`src/rtl/t02_keypad_pkg.sv`:
```
`default_nettype none
// ============================================================================
//  Module      : t02_keypad_pkg
//  Description : Shared definitions for the keypad emulator. Holds the FSM
//                state encoding, the special key values ('*', '#') and the
//                column/row one-hot codes. The scanner's decode table uses
//                the same codes.
//  Revision    : 1.0 - initial release
// ============================================================================
package t02_keypad_pkg;

   typedef enum logic [1:0] {
      ST_IDLE  = 2'd0,
      ST_PRESS = 2'd1,
      ST_GAP   = 2'd2
   } state_t;

   localparam logic [7:0] KEY_STAR = 8'h2A;
   localparam logic [7:0] KEY_HASH = 8'h23;

   localparam logic [3:0] COL_0 = 4'b0001;
   localparam logic [3:0] COL_1 = 4'b0010;
   localparam logic [3:0] COL_2 = 4'b0100;
   localparam logic [3:0] COL_3 = 4'b1000;

   localparam logic [3:0] ROW_0 = 4'b0001;
   localparam logic [3:0] ROW_1 = 4'b0010;
   localparam logic [3:0] ROW_2 = 4'b0100;
   localparam logic [3:0] ROW_3 = 4'b1000;

endpackage
`default_nettype wire

```
`src/rtl/t02_key_encode.sv`:
```
`default_nettype none
// ============================================================================
//  Module      : t02_key_encode
//  Description : Combinational map from a key value to the column/row
//                one-hot pair that a physical press of that key would short.
//  Ports       : key_i   - key value (8 bit)
//                col_o   - column one-hot the key sits on
//                row_o   - row one-hot the key sits on
//                valid_o - high when key_i is one of the 16 mapped keys
//  Revision    : 1.0 - initial release
// ============================================================================
module t02_key_encode
   import t02_keypad_pkg::*;
(
   input  logic [7:0] key_i,
   output logic [3:0] col_o,
   output logic [3:0] row_o,
   output logic       valid_o
);

   always_comb begin
      col_o   = 4'b0000;
      row_o   = 4'b0000;
      valid_o = 1'b1;
      case (key_i)
         8'h01:    begin col_o = COL_0; row_o = ROW_0; end
         8'h02:    begin col_o = COL_0; row_o = ROW_1; end
         8'h03:    begin col_o = COL_0; row_o = ROW_2; end
         8'h0A:    begin col_o = COL_0; row_o = ROW_3; end
         8'h04:    begin col_o = COL_1; row_o = ROW_0; end
         8'h05:    begin col_o = COL_1; row_o = ROW_1; end
         8'h06:    begin col_o = COL_1; row_o = ROW_2; end
         8'h0B:    begin col_o = COL_1; row_o = ROW_3; end
         8'h07:    begin col_o = COL_2; row_o = ROW_0; end
         8'h08:    begin col_o = COL_2; row_o = ROW_1; end
         8'h09:    begin col_o = COL_2; row_o = ROW_2; end
         8'h0C:    begin col_o = COL_2; row_o = ROW_3; end
         KEY_STAR: begin col_o = COL_3; row_o = ROW_0; end
         8'h00:    begin col_o = COL_3; row_o = ROW_1; end
         KEY_HASH: begin col_o = COL_3; row_o = ROW_2; end
         8'h0D:    begin col_o = COL_3; row_o = ROW_3; end
         default:  valid_o = 1'b0;
      endcase
   end

endmodule
`default_nettype wire

```
`src/rtl/t02_keypad_emulator.sv`:
```
`default_nettype none
// ============================================================================
//  Module      : t02_keypad_emulator
//  Description : Emulates a physical key press on the row side of a 4x4
//                scanned keypad. A key accepted in IDLE is held pressed for
//                HOLD_CYCLES, then forcibly released for GAP_CYCLES before
//                the next key is accepted.
//  Ports       : clk, rst   - clock, synchronous active-high reset
//                key_data   - key value to press
//                key_valid  - key_data valid (held until key_ready)
//                key_ready  - emulator idle and able to accept a key
//                scan_col   - one-hot column driven by the scanner
//                read_row   - one-hot row returned to the scanner
//                pressing   - high while the key is held
//                done       - pulse on the final gap cycle
//                err        - pulse when an unmapped key is offered
//  Revision    : 1.0 - initial release
// ============================================================================
module t02_keypad_emulator
   import t02_keypad_pkg::*;
#(
   parameter int HOLD_CYCLES = 64,
   parameter int GAP_CYCLES  = 32,
   parameter int CNT_W       = 8
)
(
   input  logic       clk,
   input  logic       rst,
   input  logic [7:0] key_data,
   input  logic       key_valid,
   output logic       key_ready,
   input  logic [3:0] scan_col,
   output logic [3:0] read_row,
   output logic       pressing,
   output logic       done,
   output logic       err
);

   localparam logic [CNT_W-1:0] HOLD_LOAD  = CNT_W'(HOLD_CYCLES - 1);
   localparam logic [CNT_W-1:0] GAP_LOAD   = CNT_W'(GAP_CYCLES - 1);
   localparam logic [CNT_W-1:0] CNT_ONE    = CNT_W'(1);
   // With a one-cycle gap the first gap cycle is also the last one.
   localparam logic             GAP_IS_ONE = (GAP_CYCLES == 1);

   state_t           state_q;
   logic [CNT_W-1:0] cnt_q;
   logic [3:0]       col_q;
   logic [3:0]       row_q;
   logic             key_ready_q;
   logic             pressing_q;
   logic             done_q;

   logic [3:0]       enc_col;
   logic [3:0]       enc_row;
   logic             enc_valid;
   logic             accept;

   t02_key_encode u_encode (
      .key_i   (key_data),
      .col_o   (enc_col),
      .row_o   (enc_row),
      .valid_o (enc_valid)
   );

   assign accept = key_valid && key_ready_q;

   always_ff @(posedge clk) begin
      if (rst) begin
         state_q     <= ST_IDLE;
         cnt_q       <= '0;
         col_q       <= 4'b0000;
         row_q       <= 4'b0000;
         key_ready_q <= 1'b0;
         pressing_q  <= 1'b0;
         done_q      <= 1'b0;
      end else begin
         done_q <= 1'b0;
         case (state_q)
            ST_IDLE: begin
               key_ready_q <= 1'b1;
               if (accept && enc_valid) begin
                  col_q       <= enc_col;
                  row_q       <= enc_row;
                  cnt_q       <= HOLD_LOAD;
                  state_q     <= ST_PRESS;
                  key_ready_q <= 1'b0;
                  pressing_q  <= 1'b1;
               end
            end
            ST_PRESS: begin
               if (cnt_q == '0) begin
                  cnt_q      <= GAP_LOAD;
                  state_q    <= ST_GAP;
                  pressing_q <= 1'b0;
                  done_q     <= GAP_IS_ONE;
               end else begin
                  cnt_q <= cnt_q - CNT_ONE;
               end
            end
            ST_GAP: begin
               if (cnt_q == '0) begin
                  state_q     <= ST_IDLE;
                  key_ready_q <= 1'b1;
               end else begin
                  cnt_q <= cnt_q - CNT_ONE;
                  // Raise done so it lines up with the cycle where cnt_q is 0.
                  if (cnt_q == CNT_ONE) begin
                     done_q <= 1'b1;
                  end
               end
            end
            default: begin
               state_q     <= ST_IDLE;
               key_ready_q <= 1'b0;
               pressing_q  <= 1'b0;
            end
         endcase
      end
   end

   // Combinational so the scanner sees the row on the same edge it samples.
   assign read_row  = ((state_q == ST_PRESS) && (scan_col == col_q)) ? row_q : 4'b0000;
   assign key_ready = key_ready_q;
   assign pressing  = pressing_q;
   assign done      = done_q;
   assign err       = accept && !enc_valid;

endmodule
`default_nettype wire

```
`config.mk`:
```
export PLATFORM = sky130hd
export DESIGN_NAME = t02_keypad_emulator
export DESIGN_NICKNAME = d
export VERILOG_FILES = /design/src/rtl/t02_keypad_pkg.sv /design/src/rtl/t02_key_encode.sv /design/src/rtl/t02_keypad_emulator.sv
export SDC_FILE = /design/constraint.sdc
export NUM_CORES = 1
export LEC_CHECK = 0
export BUFFER_PORTS_ARGS = -buffer_cell sky130_fd_sc_hd__buf_4
export CORE_ASPECT_RATIO = 0.9
export CORE_MARGIN = 2
export CORE_UTILIZATION = 30
export DETAILED_ROUTE_END_ITERATION = 16
export PLACE_DENSITY_LB_ADDON = 0.3
export SKIP_CTS_REPAIR_TIMING = 1
export SLEW_MARGIN = 15
export SYNTH_ARGS = -nofsm -noshare
export SYNTH_HDL_FRONTEND = slang
export SYNTH_SLANG_ARGS = --single-unit
```
`constraint.sdc`:
```
create_clock -name clk -period 4.4 [get_ports clk]
set_input_delay 1.1 -clock clk [delete_from_list [all_inputs] [get_ports clk]]
set_output_delay 1.1 -clock clk [all_outputs]
set_load 0.05 [all_outputs]
```
==> run summary, run 1 <==
run status -> completed
routed wirelength normalized by instance count -> 13.4 µm
asr flop ratio synth -> 0
cell class contributing the biggest share of worst-path delay -> simple AND/OR/NAND/NOR gates
number of warnings printed during yosys synthesis -> 0
fin cells -> 273
placed insts -> 269
power per unit of standard cell area -> 223 nW/µm²
total track usage -> 0.140
most area-hungry cell type in the Yosys netlist -> sky130_fd_sc_hd__dfxtp_1
flip-flop cell with the highest count after synthesis -> sky130_fd_sc_hd__dfxtp_1
Layout area overhead -> 16.1%
final weighted congestion in routability-driven placement -> 0.841
category of the worst setup path launch point -> input pin
Worst EP arrival -> 2150 ps
maximum frequency from static timing analysis -> 0.308 GHz
final setup skew -> 6.86 ps
Setup TNS Final -> 0 ps
Core Footprint -> 4860 µm²
Initial Util -> 0.312
input/output buffers -> 22
placed standard-cell area -> 1720 µm²
ant diodes -> 0
clock period minus final worst setup slack -> 3250 ps
post-synth top area share -> 0.277
via count -> 1,441
number of max-slew violations in the final report -> 0
Die W -> 79.0 µm
RSZ-0062 raised after global routing -> false
I/O pin count -> 23
slew at the pin closest to its max-slew limit -> 739 ps
detailed placer's ending HPWL -> 2710 µm
number of standard cells after synthesis -> 194
post-synth design cell area -> 1520 µm²
number of failing hold endpoints at the final stage -> 0
# nets final -> 231
global-route congestion overflow total -> 0
Site Rows -> 24
count of fill cells added during filler insertion -> 534
highest fanout seen on the critical path -> 4
residual antenna-violating net count after detailed routing -> 0
TritonCTS Sinks -> 21
Leak -> 0.696 nW
initial drt markers -> 53
Die Footprint -> 5650 µm²
path category of the worst min-delay check -> reg2reg
worst setup path category -> in2out
Yosys cell types -> 51
CTS Root Buffer Type -> sky130_fd_sc_hd__clkbuf_8
first-pass GRT wire length -> 6290 µm
Post-Synthesis Net Count -> 216
number of maximum-capacitance violations -> 0
core occupancy in the finished layout -> 0.363
average footprint of a synthesized cell -> 7.84 µm²
critical path required time -> 3300 ps
share of cells above drive strength 1 -> 0.168
library cell contributing the largest single delay on the critical path -> sky130_fd_sc_hd__nor3_1
routed wire length -> 3650 µm
final period utilization -> 0.739
DRC violations left -> 0
WP buf/inv -> 2
H-tree levels -> 1
initial antenna violation count -> 0
total CTS buffers -> 3
Clk pin slew, worst setup/hold paths -> 80 ps
Peak supply drop -> 0.0945 mV
number of synthesized flops with an enable pin -> 0
Max Buffers Root-to-Sink -> 2
Finished Cell Area -> 1770 µm²
largest net degree at the start of global routing -> 20
ranking of synthesized cells by area -> sky130_fd_sc_hd__dfxtp_1 (28%), sky130_fd_sc_hd__ha_1 (5.8%), sky130_fd_sc_hd__nor2_1 (5.2%)
cell mode on critical path -> sky130_fd_sc_hd__buf_4
worst-skew pair later-pin latency -> 260 ps
count of state elements after synthesis -> 21
First-pass DRT Iterations -> 4
endpoints failing setup -> 0
critical path capture point type -> primary output
average via count per standard cell -> 5.28
cell breakdown of the critical path -> buf_4, xnor2_1, nand3_1, nor3_1, and2_1, buf_4
vertical extent of the die -> 71.5 µm
Seq/Total Area, Yosys -> 0.277
headroom to the max-slew limit -> 0.505
top post-synthesis cells by count -> sky130_fd_sc_hd__dfxtp_1 (21), sky130_fd_sc_hd__nor2_1 (21)
slowest cell delay on critical path -> 270 ps
TritonCTS clock tree -> built
vias in the first global route -> 1,334
[final timing paths]
kind / from / to / slack [ps] / cells after the start
setup / recovery: scan_col[3] / read_row[2] / 1150 / 6
hold / removal: cnt_q[7] / cnt_q[7] / 480 / 1
hold reg to reg: cnt_q[7] / cnt_q[7] / 480 / 1
setup reg to reg: state_q[1] / cnt_q[5] / 2190 / 7
[kinds of logic (layout without fill, tap and decap cells)]
| kind of cell | Yosys count | in the layout | share of synthesized area |
|---|---|---|---|
| adder cells (fa/ha/maj) | 7 | 7 | 0.0576 |
| flip-flops | 21 | 21 | 0.277 |
| AO/OA/AOI/OAI | 54 | 54 | 0.255 |
| XOR/XNOR | 6 | 6 | 0.0346 |
| AND/OR/NAND/NOR | 81 | 81 | 0.297 |
| buffers and inverters | 21 | 35 | 0.0527 |
| multiplexers | 4 | 4 | 0.0263 |
[through the flow]
stage	worst slack (ps)	hold slack [ps]	power, W
after floorplan	801	449	0.000250
after global placement	1180	467	0.000271
after detailed placement	1100	470	0.000272
after CTS	1090	480	0.000401
after global routing	993	508	0.000421
final	1150	480	0.000394
[report_power, final]
group | internal [W] | leakage [nW] | switching (W)
Combinational | 0.0000301 | 0.504 | 0.0000418
Sequential | 0.000193 | 0.170 | 0.00000290
Clock | 0.0000645 | 0.0228 | 0.0000625
Total | 0.000287 | 0.696 | 0.000107
[metal layers]
metal | vias to the layer above | GRT usage | routed length, µm
li1 | 744 | - | -
met1 | 665 | 0.194 | 1860
met2 | 30 | 0.217 | 1600
met3 | 2 | 0.0353 | 169
met4 | 0 | 0.0364 | 27
met5 | - | 0 | 0
[sequential cells by signal (all words and copies together), names as in the netlist]
register   cells
cnt_q          8
col_q          4
done           1
key_ready      1
pressing       1
row_q          4
state_q        2
[cells in the final DEF (no fill, tap or decap), types with 2 or more instances in the layout]
cell type / n
sky130_fd_sc_hd__buf_4: 22
sky130_fd_sc_hd__nor2_1: 21
sky130_fd_sc_hd__dfxtp_1: 21
sky130_fd_sc_hd__nand3_1: 11
sky130_fd_sc_hd__a21oi_1: 11
sky130_fd_sc_hd__o21ai_0: 11
sky130_fd_sc_hd__inv_1: 9
sky130_fd_sc_hd__nand2_1: 9
sky130_fd_sc_hd__ha_1: 7
sky130_fd_sc_hd__nor3_1: 6
sky130_fd_sc_hd__and2_1: 4
sky130_fd_sc_hd__nand2b_1: 4
sky130_fd_sc_hd__a31oi_1: 4
sky130_fd_sc_hd__and3_1: 4
sky130_fd_sc_hd__o31ai_1: 4
sky130_fd_sc_hd__nor2b_1: 4
sky130_fd_sc_hd__mux2i_1: 4
sky130_fd_sc_hd__xor2_1: 3
sky130_fd_sc_hd__xnor2_1: 3
sky130_fd_sc_hd__clkbuf_8: 3
sky130_fd_sc_hd__nor4_1: 2
sky130_fd_sc_hd__a41oi_1: 2
sky130_fd_sc_hd__a31o_2: 2
sky130_fd_sc_hd__o2111ai_1: 2
sky130_fd_sc_hd__o211a_1: 2
sky130_fd_sc_hd__a211oi_1: 2
sky130_fd_sc_hd__nand4_1: 2
sky130_fd_sc_hd__nor3b_1: 2
sky130_fd_sc_hd__or3_1: 2
sky130_fd_sc_hd__nor4bb_1: 2
sky130_fd_sc_hd__o211ai_1: 2
[area by class of cell]
class | count | area [µm²] | area share
Clock buffer | 4 | 45.0 | 0.0255
Inverter | 9 | 33.8 | 0.0191
Multi-Input combinational cell | 152 | 1020 | 0.578
Sequential cell | 21 | 420 | 0.238
Tap cell | 65 | 81.3 | 0.0461
Timing Repair Buffer | 22 | 165 | 0.0936
No activity file was read; power rests on OpenSTA's default activity.
==> run 2: changes to the inputs <==
==> constraint.sdc (replaced) <==
create_clock -name clk -period 2.8 [get_ports clk]
set_input_delay 0.7 -clock clk [delete_from_list [all_inputs] [get_ports clk]]
set_output_delay 0.7 -clock clk [all_outputs]
set_load 0.05 [all_outputs]
==> run 2 against run 1 <==
Non-clock buffer count is 3 higher. Wire length is 4.3% higher. Clock power is 60% higher. Count of clock-buffer cells in the layout did not move. Die area stayed put. Cell area rose by 1.3%. Global-route usage increased by 0.15 points. Via count rose by 1.3%.
==> run summary, run 2 (synthesis results as in run 1) <==
flip-flop count of the largest register after layout -> 8 (unchanged)
slowest cell delay on critical path -> 300 ps (was 270 ps)
worst setup path category -> in2out (unchanged)
worst setup path end -> read_row[2] (unchanged)
residual antenna-violating net count after detailed routing -> 0 (unchanged)
via count -> 1,460 (was 1,441)
final weighted congestion in routability-driven placement -> 0.872 (was 0.841)
number of maximum-capacitance violations -> 0 (unchanged)
category of the worst setup path launch point -> input pin (unchanged)
largest net degree at the start of global routing -> 20 (unchanged)
highest fanout seen on the critical path -> 4 (unchanged)
worst flop-to-flop path startpoint -> state_q[1] (unchanged)
switching portion of total power -> 0.277 (was 0.272)
routed wire length -> 3810 µm (was 3650 µm)
input/output buffers -> 22 (unchanged)
DRC violations left -> 0 (unchanged)
run status -> completed (unchanged)
Core Footprint -> 4860 µm² (unchanged)
initial drt markers -> 132 (was 53)
TritonCTS Sinks -> 21 (unchanged)
total CTS buffers -> 3 (unchanged)
power per unit of standard cell area -> 350 nW/µm² (was 223 nW/µm²)
ant diodes -> 0 (unchanged)
count of fill cells added during filler insertion -> 532 (was 534)
cell mode on critical path -> sky130_fd_sc_hd__buf_4 (unchanged)
Reg-to-Reg End -> cnt_q[5] (unchanged)
H-tree levels -> 1 (unchanged)
met3 Track Usage GR -> 0.0340 (was 0.0353)
slack of the worst reg-to-reg path -> 740 ps (was 2190 ps)
met2 demand-to-capacity share in global routing -> 0.230 (was 0.217)
total track usage -> 0.141 (was 0.140)
Setup TNS Final -> 0 ps (unchanged)
share of cells above drive strength 1 -> 0.180 (was 0.168)
headroom to the max-slew limit -> 0.519 (was 0.505)
I/O pin count -> 23 (unchanged)
Peak supply drop -> 0.225 mV (was 0.0945 mV)
number of max-slew violations in the final report -> 0 (unchanged)
combinational share of power -> 0.185 (was 0.182)
CTS Root Buffer Type -> sky130_fd_sc_hd__clkbuf_8 (unchanged)
final period utilization -> 0.883
maximum frequency from static timing analysis -> 0.405 GHz
cell breakdown of the critical path -> buf_4, xnor2_1, nand3_1, nor3_1, and2_1, buf_4 (unchanged)
top library cells by usage in the layout, fill and taps aside -> sky130_fd_sc_hd__buf_4 (25), sky130_fd_sc_hd__nor2_1 (21), sky130_fd_sc_hd__dfxtp_1 (21) (was sky130_fd_sc_hd__buf_4 (22), sky130_fd_sc_hd__nor2_1 (21), sky130_fd_sc_hd__dfxtp_1 (21))
critical path capture point type -> primary output (unchanged)
clock period minus final worst setup slack -> 2470 ps
First-pass DRT Iterations -> 4 (unchanged)
registers with the highest flip-flop counts -> cnt_q: 8 flops, col_q: 4 flops, row_q: 4 flops (unchanged)
RSZ-0062 raised after global routing -> false (unchanged)
detailed placer's ending HPWL -> 2810 µm (was 2710 µm)
placed standard-cell area -> 1740 µm² (was 1720 µm²)
slew at the pin closest to its max-slew limit -> 718 ps (was 739 ps)
busiest grt layer -> met2 (unchanged)
Layout area overhead -> 17.6% (was 16.1%)
final setup skew -> 6.32 ps (was 6.86 ps)
Finished Cell Area -> 1790 µm² (was 1770 µm²)
number of failing hold endpoints at the final stage -> 0 (unchanged)
most common cell after layout, fill and taps aside -> sky130_fd_sc_hd__buf_4 (unchanged)
critical path required time -> 2100 ps (was 3300 ps)
global routing usage on met1 -> 0.192 (was 0.194)
clock group share of total power -> 0.324 (was 0.322)
routed wirelength normalized by instance count -> 13.8 µm (was 13.4 µm)
Max Buffers Root-to-Sink -> 2 (unchanged)
vias in the first global route -> 1,360 (was 1,334)
Worst Setup SP -> scan_col[3] (unchanged)
TritonCTS clock tree -> built (unchanged)
worst-skew pair later-pin latency -> 260 ps (about the same)
Die W -> 79.0 µm (unchanged)
relative contribution of sequential cells to total power -> 0.491 (was 0.496)
endpoints failing setup -> 0 (unchanged)
vertical extent of the die -> 71.5 µm (unchanged)
Worst EP arrival -> 1770 ps (was 2150 ps)
path category of the worst min-delay check -> reg2reg (unchanged)
Die Footprint -> 5650 µm² (unchanged)
Clk pin slew, worst setup/hold paths -> 70 ps (was 80 ps)
global-route congestion overflow total -> 0 (unchanged)
average via count per standard cell -> 5.29 (was 5.28)
Pint -> 0.000452 W (was 0.000287 W)
Initial Util -> 0.312 (unchanged)
Leak -> 0.710 nW (was 0.696 nW)
initial antenna violation count -> 0 (unchanged)
Reg with most FFs -> cnt_q (unchanged)
library cell contributing the largest single delay on the critical path -> sky130_fd_sc_hd__nor3_1 (unchanged)
Net Sw Power -> 0.000173 W (was 0.000107 W)
Site Rows -> 24 (unchanged)
# nets final -> 234 (was 231)
first-pass GRT wire length -> 6420 µm (was 6290 µm)
depth of the worst register-to-register path -> 8 (was 7)
==> run 2: changes by cell type in the layout (fill, tap and decap cells not counted) <==
cell,delta
sky130_fd_sc_hd__buf_4,+3
==> run 2: cell type report <==
| cell class | count | area (µm²) | share of cell area |
|---|---|---|---|
| clock buffer | 4 | 45.0 | 0.0252 |
| inverter | 9 | 33.8 | 0.0189 |
| multi-input combinational | 152 | 1020 | 0.570 |
| sequential | 21 | 420 | 0.235 |
| tap | 65 | 81.3 | 0.0455 |
| timing repair buffer | 25 | 188 | 0.105 |
==> run 2: critical path: cells and delay by family <==
| family | cells | cell delay (ps) |
|---|---|---|
| and+or+nand+nor | 3 | 590 |
| xor gates and xnor gates | 1 | 170 |
| buffers and inverters | 2 | 320 |
==> run 2: layer usage <==
metal	part of all wire	vias to the layer above
met2	0.45	30
met1	0.50	678
met5	0	-
met3	0.042	2
met4	0.0071	0
li1	-	750
==> run 2: how the worst min path moves through the flow <==
stage                         from  endpoint  depth (start not counted)
final                     col_q[2]  col_q[2]                          2
after global routing      col_q[1]  col_q[1]                          2
after CTS                 col_q[2]  col_q[2]                          2
after detailed placement  col_q[2]  col_q[2]                          2
after global placement    col_q[2]  col_q[2]                          2
after floorplan           col_q[1]  col_q[1]                          2
==> run 2: through the flow <==
| stage | utilization | cells | hold WS, ps | total power [W] | setup slack (ps) |
|---|---|---|---|---|---|
| 4_1_cts | 0.368 | 276 | 478 | 0.000633 | 311 |
| 5_1_grt | 0.368 | 276 | 513 | 0.000658 | 209 |
| 6_report | 0.368 | 276 | 473 | 0.000625 | 329 |
| 2_1_floorplan | - | 194 | 449 | 0.000392 | 0.875 |
| 3_5_place_dp | 0.358 | 272 | 467 | 0.000429 | 326 |
| 3_3_place_gp | 0.358 | 272 | 459 | 0.000428 | 374 |
==> run 2: power groups by stage <==
stage | sequential [W] | clock [W] | combinational [W]
final | 0.000307 | 0.000203 | 0.000116
after global routing | 0.000308 | 0.000222 | 0.000128
after CTS | 0.000307 | 0.000211 | 0.000115
after detailed placement | 0.000314 | 0 | 0.000115
after global placement | 0.000314 | 0 | 0.000114
after floorplan | 0.000317 | 0 | 0.0000752
==> run 3: changes to the inputs <==
--- a/config.mk
+++ b/config.mk
@@ -10,7 +10,7 @@
 export CORE_MARGIN = 2
 export CORE_UTILIZATION = 30
 export DETAILED_ROUTE_END_ITERATION = 16
-export PLACE_DENSITY_LB_ADDON = 0.3
+export PLACE_DENSITY = 0.49
 export SKIP_CTS_REPAIR_TIMING = 1
 export SLEW_MARGIN = 15
 export SYNTH_ARGS = -nofsm -noshare
==> run 3 against run 2 <==
Final cell count is the same. Worst hold slack lost 3.1 ps. Die area is the same. Setup slack lost 71 ps. Largest cell class unchanged.
==> run summary, run 3 (synthesis results as in run 1) <==
Peak supply drop -> 0.168 mV (was 0.225 mV)
routed wire length -> 3900 µm (was 3810 µm)
path category of the worst min-delay check -> reg2reg (unchanged)
Clk pin slew, worst setup/hold paths -> 90 ps (was 70 ps)
largest net degree at the start of global routing -> 20 (unchanged)
clock group share of total power -> 0.323 (was 0.324)
Pint -> 0.000450 W (was 0.000452 W)
registers with the highest flip-flop counts -> cnt_q: 8 flops, col_q: 4 flops, row_q: 4 flops (unchanged)
Leak -> 0.713 nW (was 0.710 nW)
cell breakdown of the critical path -> inv_1, ha_1, inv_1, nor3_1, and2_1, buf_4 (was buf_4, xnor2_1, nand3_1, nor3_1, and2_1, buf_4)
routed wirelength normalized by instance count -> 14.1 µm (was 13.8 µm)
top library cells by usage in the layout, fill and taps aside -> sky130_fd_sc_hd__buf_4 (25), sky130_fd_sc_hd__nor2_1 (21), sky130_fd_sc_hd__dfxtp_1 (21) (unchanged)
library cell contributing the largest single delay on the critical path -> sky130_fd_sc_hd__nor3_1 (unchanged)
combinational share of power -> 0.186 (was 0.185)
Reg with most FFs -> cnt_q (unchanged)
I/O pin count -> 23 (unchanged)
vias in the first global route -> 1,396 (was 1,360)
vertical extent of the die -> 71.5 µm (unchanged)
critical path required time -> 2100 ps (about the same)
total area of multi-input combinational cells -> 1020 µm² (unchanged)
headroom to the max-slew limit -> 0.571 (was 0.519)
category of the worst setup path launch point -> register (was input pin)
slowest cell delay on critical path -> 370 ps (was 300 ps)
residual antenna-violating net count after detailed routing -> 0 (unchanged)
endpoints failing setup -> 0 (unchanged)
initial drt markers -> 115 (was 132)
fin cells -> 276 (unchanged)
highest fanout seen on the critical path -> 5 (was 4)
first-pass GRT wire length -> 6590 µm (was 6420 µm)
input/output buffers -> 22 (unchanged)
final period utilization -> 0.908 (was 0.883)
worst-skew pair later-pin latency -> 260 ps (about the same)
number of failing hold endpoints at the final stage -> 0 (unchanged)
final weighted congestion in routability-driven placement -> 0.826 (was 0.872)
final setup skew -> 9.31 ps (was 6.32 ps)
Layout area overhead -> 17.7% (was 17.6%)
average via count per standard cell -> 5.25 (was 5.29)
# nets final -> 234 (unchanged)
number of maximum-capacitance violations -> 0 (unchanged)
Max Buffers Root-to-Sink -> 2 (unchanged)
Die Footprint -> 5650 µm² (unchanged)
CTS Root Buffer Type -> sky130_fd_sc_hd__clkbuf_8 (unchanged)
worst setup path category -> reg2out (was in2out)
total CTS buffers -> 3 (unchanged)
via count -> 1,449 (was 1,460)
initial antenna violation count -> 0 (unchanged)
First-pass DRT Iterations -> 4 (unchanged)
count of fill cells added during filler insertion -> 522 (was 532)
relative contribution of sequential cells to total power -> 0.491 (about the same)
global-route congestion overflow total -> 0 (unchanged)
Site Rows -> 24 (unchanged)
total power of the final layout -> 0.000625 W (about the same)
most common cell after layout, fill and taps aside -> sky130_fd_sc_hd__buf_4 (unchanged)
Core Footprint -> 4860 µm² (unchanged)
number of max-slew violations in the final report -> 0 (unchanged)
RSZ-0062 raised after global routing -> false (unchanged)
critical path capture point type -> primary output (unchanged)
maximum frequency from static timing analysis -> 0.393 GHz (was 0.405 GHz)
Net Sw Power -> 0.000175 W (was 0.000173 W)
power per unit of standard cell area -> 349 nW/µm² (was 350 nW/µm²)
clock period minus final worst setup slack -> 2540 ps (was 2470 ps)
cell mode on critical path -> sky130_fd_sc_hd__inv_1 (was sky130_fd_sc_hd__buf_4)
placed insts -> 272 (unchanged)
H-tree levels -> 1 (unchanged)
cell class contributing the biggest share of worst-path delay -> simple AND/OR/NAND/NOR gates (unchanged)
TritonCTS Sinks -> 21 (unchanged)
share of cells above drive strength 1 -> 0.185 (was 0.180)
ant diodes -> 0 (unchanged)
TritonCTS clock tree -> built (unchanged)
flip-flop count of the largest register after layout -> 8 (unchanged)
slew at the pin closest to its max-slew limit -> 635 ps (was 718 ps)
Worst EP arrival -> 1840 ps (was 1770 ps)
run status -> completed (unchanged)
Initial Util -> 0.312 (unchanged)
core occupancy in the finished layout -> 0.368 (about the same)
switching portion of total power -> 0.280 (was 0.277)
Register Area -> 420 µm² (unchanged)
Die W -> 79.0 µm (unchanged)
detailed placer's ending HPWL -> 2880 µm (was 2810 µm)
DRC violations left -> 0 (unchanged)
Setup TNS Final -> 0 ps (unchanged)
WP buf/inv -> 3 (was 2)
total track usage -> 0.145 (was 0.141)
## run 3: changes by cell type in the layout (fill, tap and decap cells not counted), sizes merged
cell	previous run	this run
clkinv	0	1
clkbuf	4	3
## run 3: metal layers
layer  up-vias  global-route usage  wire [µm]
li1        746                   -          -
met1       678               0.194       1970
met2        21               0.235       1780
met3         4              0.0302        103
met4         0              0.0441         47
met5         -                   0          0
## run 3: area by class of cell
cell class,count,share of cell area
inverters,9,0.0189
flip-flops and latches,21,0.235
multi-input cells,152,0.570
well taps,65,0.0455
clock buffers,3,0.0231
clock inverters,1,0.00280
repair buffers,25,0.105
## run 3: final timing paths
path	from	to	slack, ps	cells after the start
setup / recovery	state_q[1]	read_row[2]	260	6
setup reg to reg	cnt_q[2]	cnt_q[7]	810	5
hold / removal	col_q[2]	col_q[2]	470	2
hold reg to reg	col_q[2]	col_q[2]	470	2
## run 3: worst register-to-register path: stages (launching register included)
cell,delay [ps]
sky130_fd_sc_hd__dfxtp_1,370
sky130_fd_sc_hd__nor4_1,510
sky130_fd_sc_hd__and3_1,330
sky130_fd_sc_hd__a21o_1,290
sky130_fd_sc_hd__nor2_1,130
sky130_fd_sc_hd__a311oi_1,270
## run 3: through the flow
stage / setup WS (ps) / area (µm²) / hold WS [ps]
6_report: 258 / 1790 / 470
5_1_grt: 104 / 1790 / 502
4_1_cts: 236 / 1790 / 474
3_5_place_dp: 305 / 1740 / 463
3_3_place_gp: 336 / 1740 / 459
2_1_floorplan: 0.875 / 1520 / 449
## run 3: power by group through the flow
| stage | Sequential (W) | Combinational [W] | Clock (W) |
|---|---|---|---|
| 3_3_place_gp | 0.000314 | 0.000118 | 0 |
| 4_1_cts | 0.000307 | 0.000117 | 0.000212 |
| 6_report | 0.000307 | 0.000116 | 0.000202 |
| 2_1_floorplan | 0.000317 | 0.0000752 | 0 |
| 5_1_grt | 0.000308 | 0.000128 | 0.000224 |
| 3_5_place_dp | 0.000314 | 0.000116 | 0 |
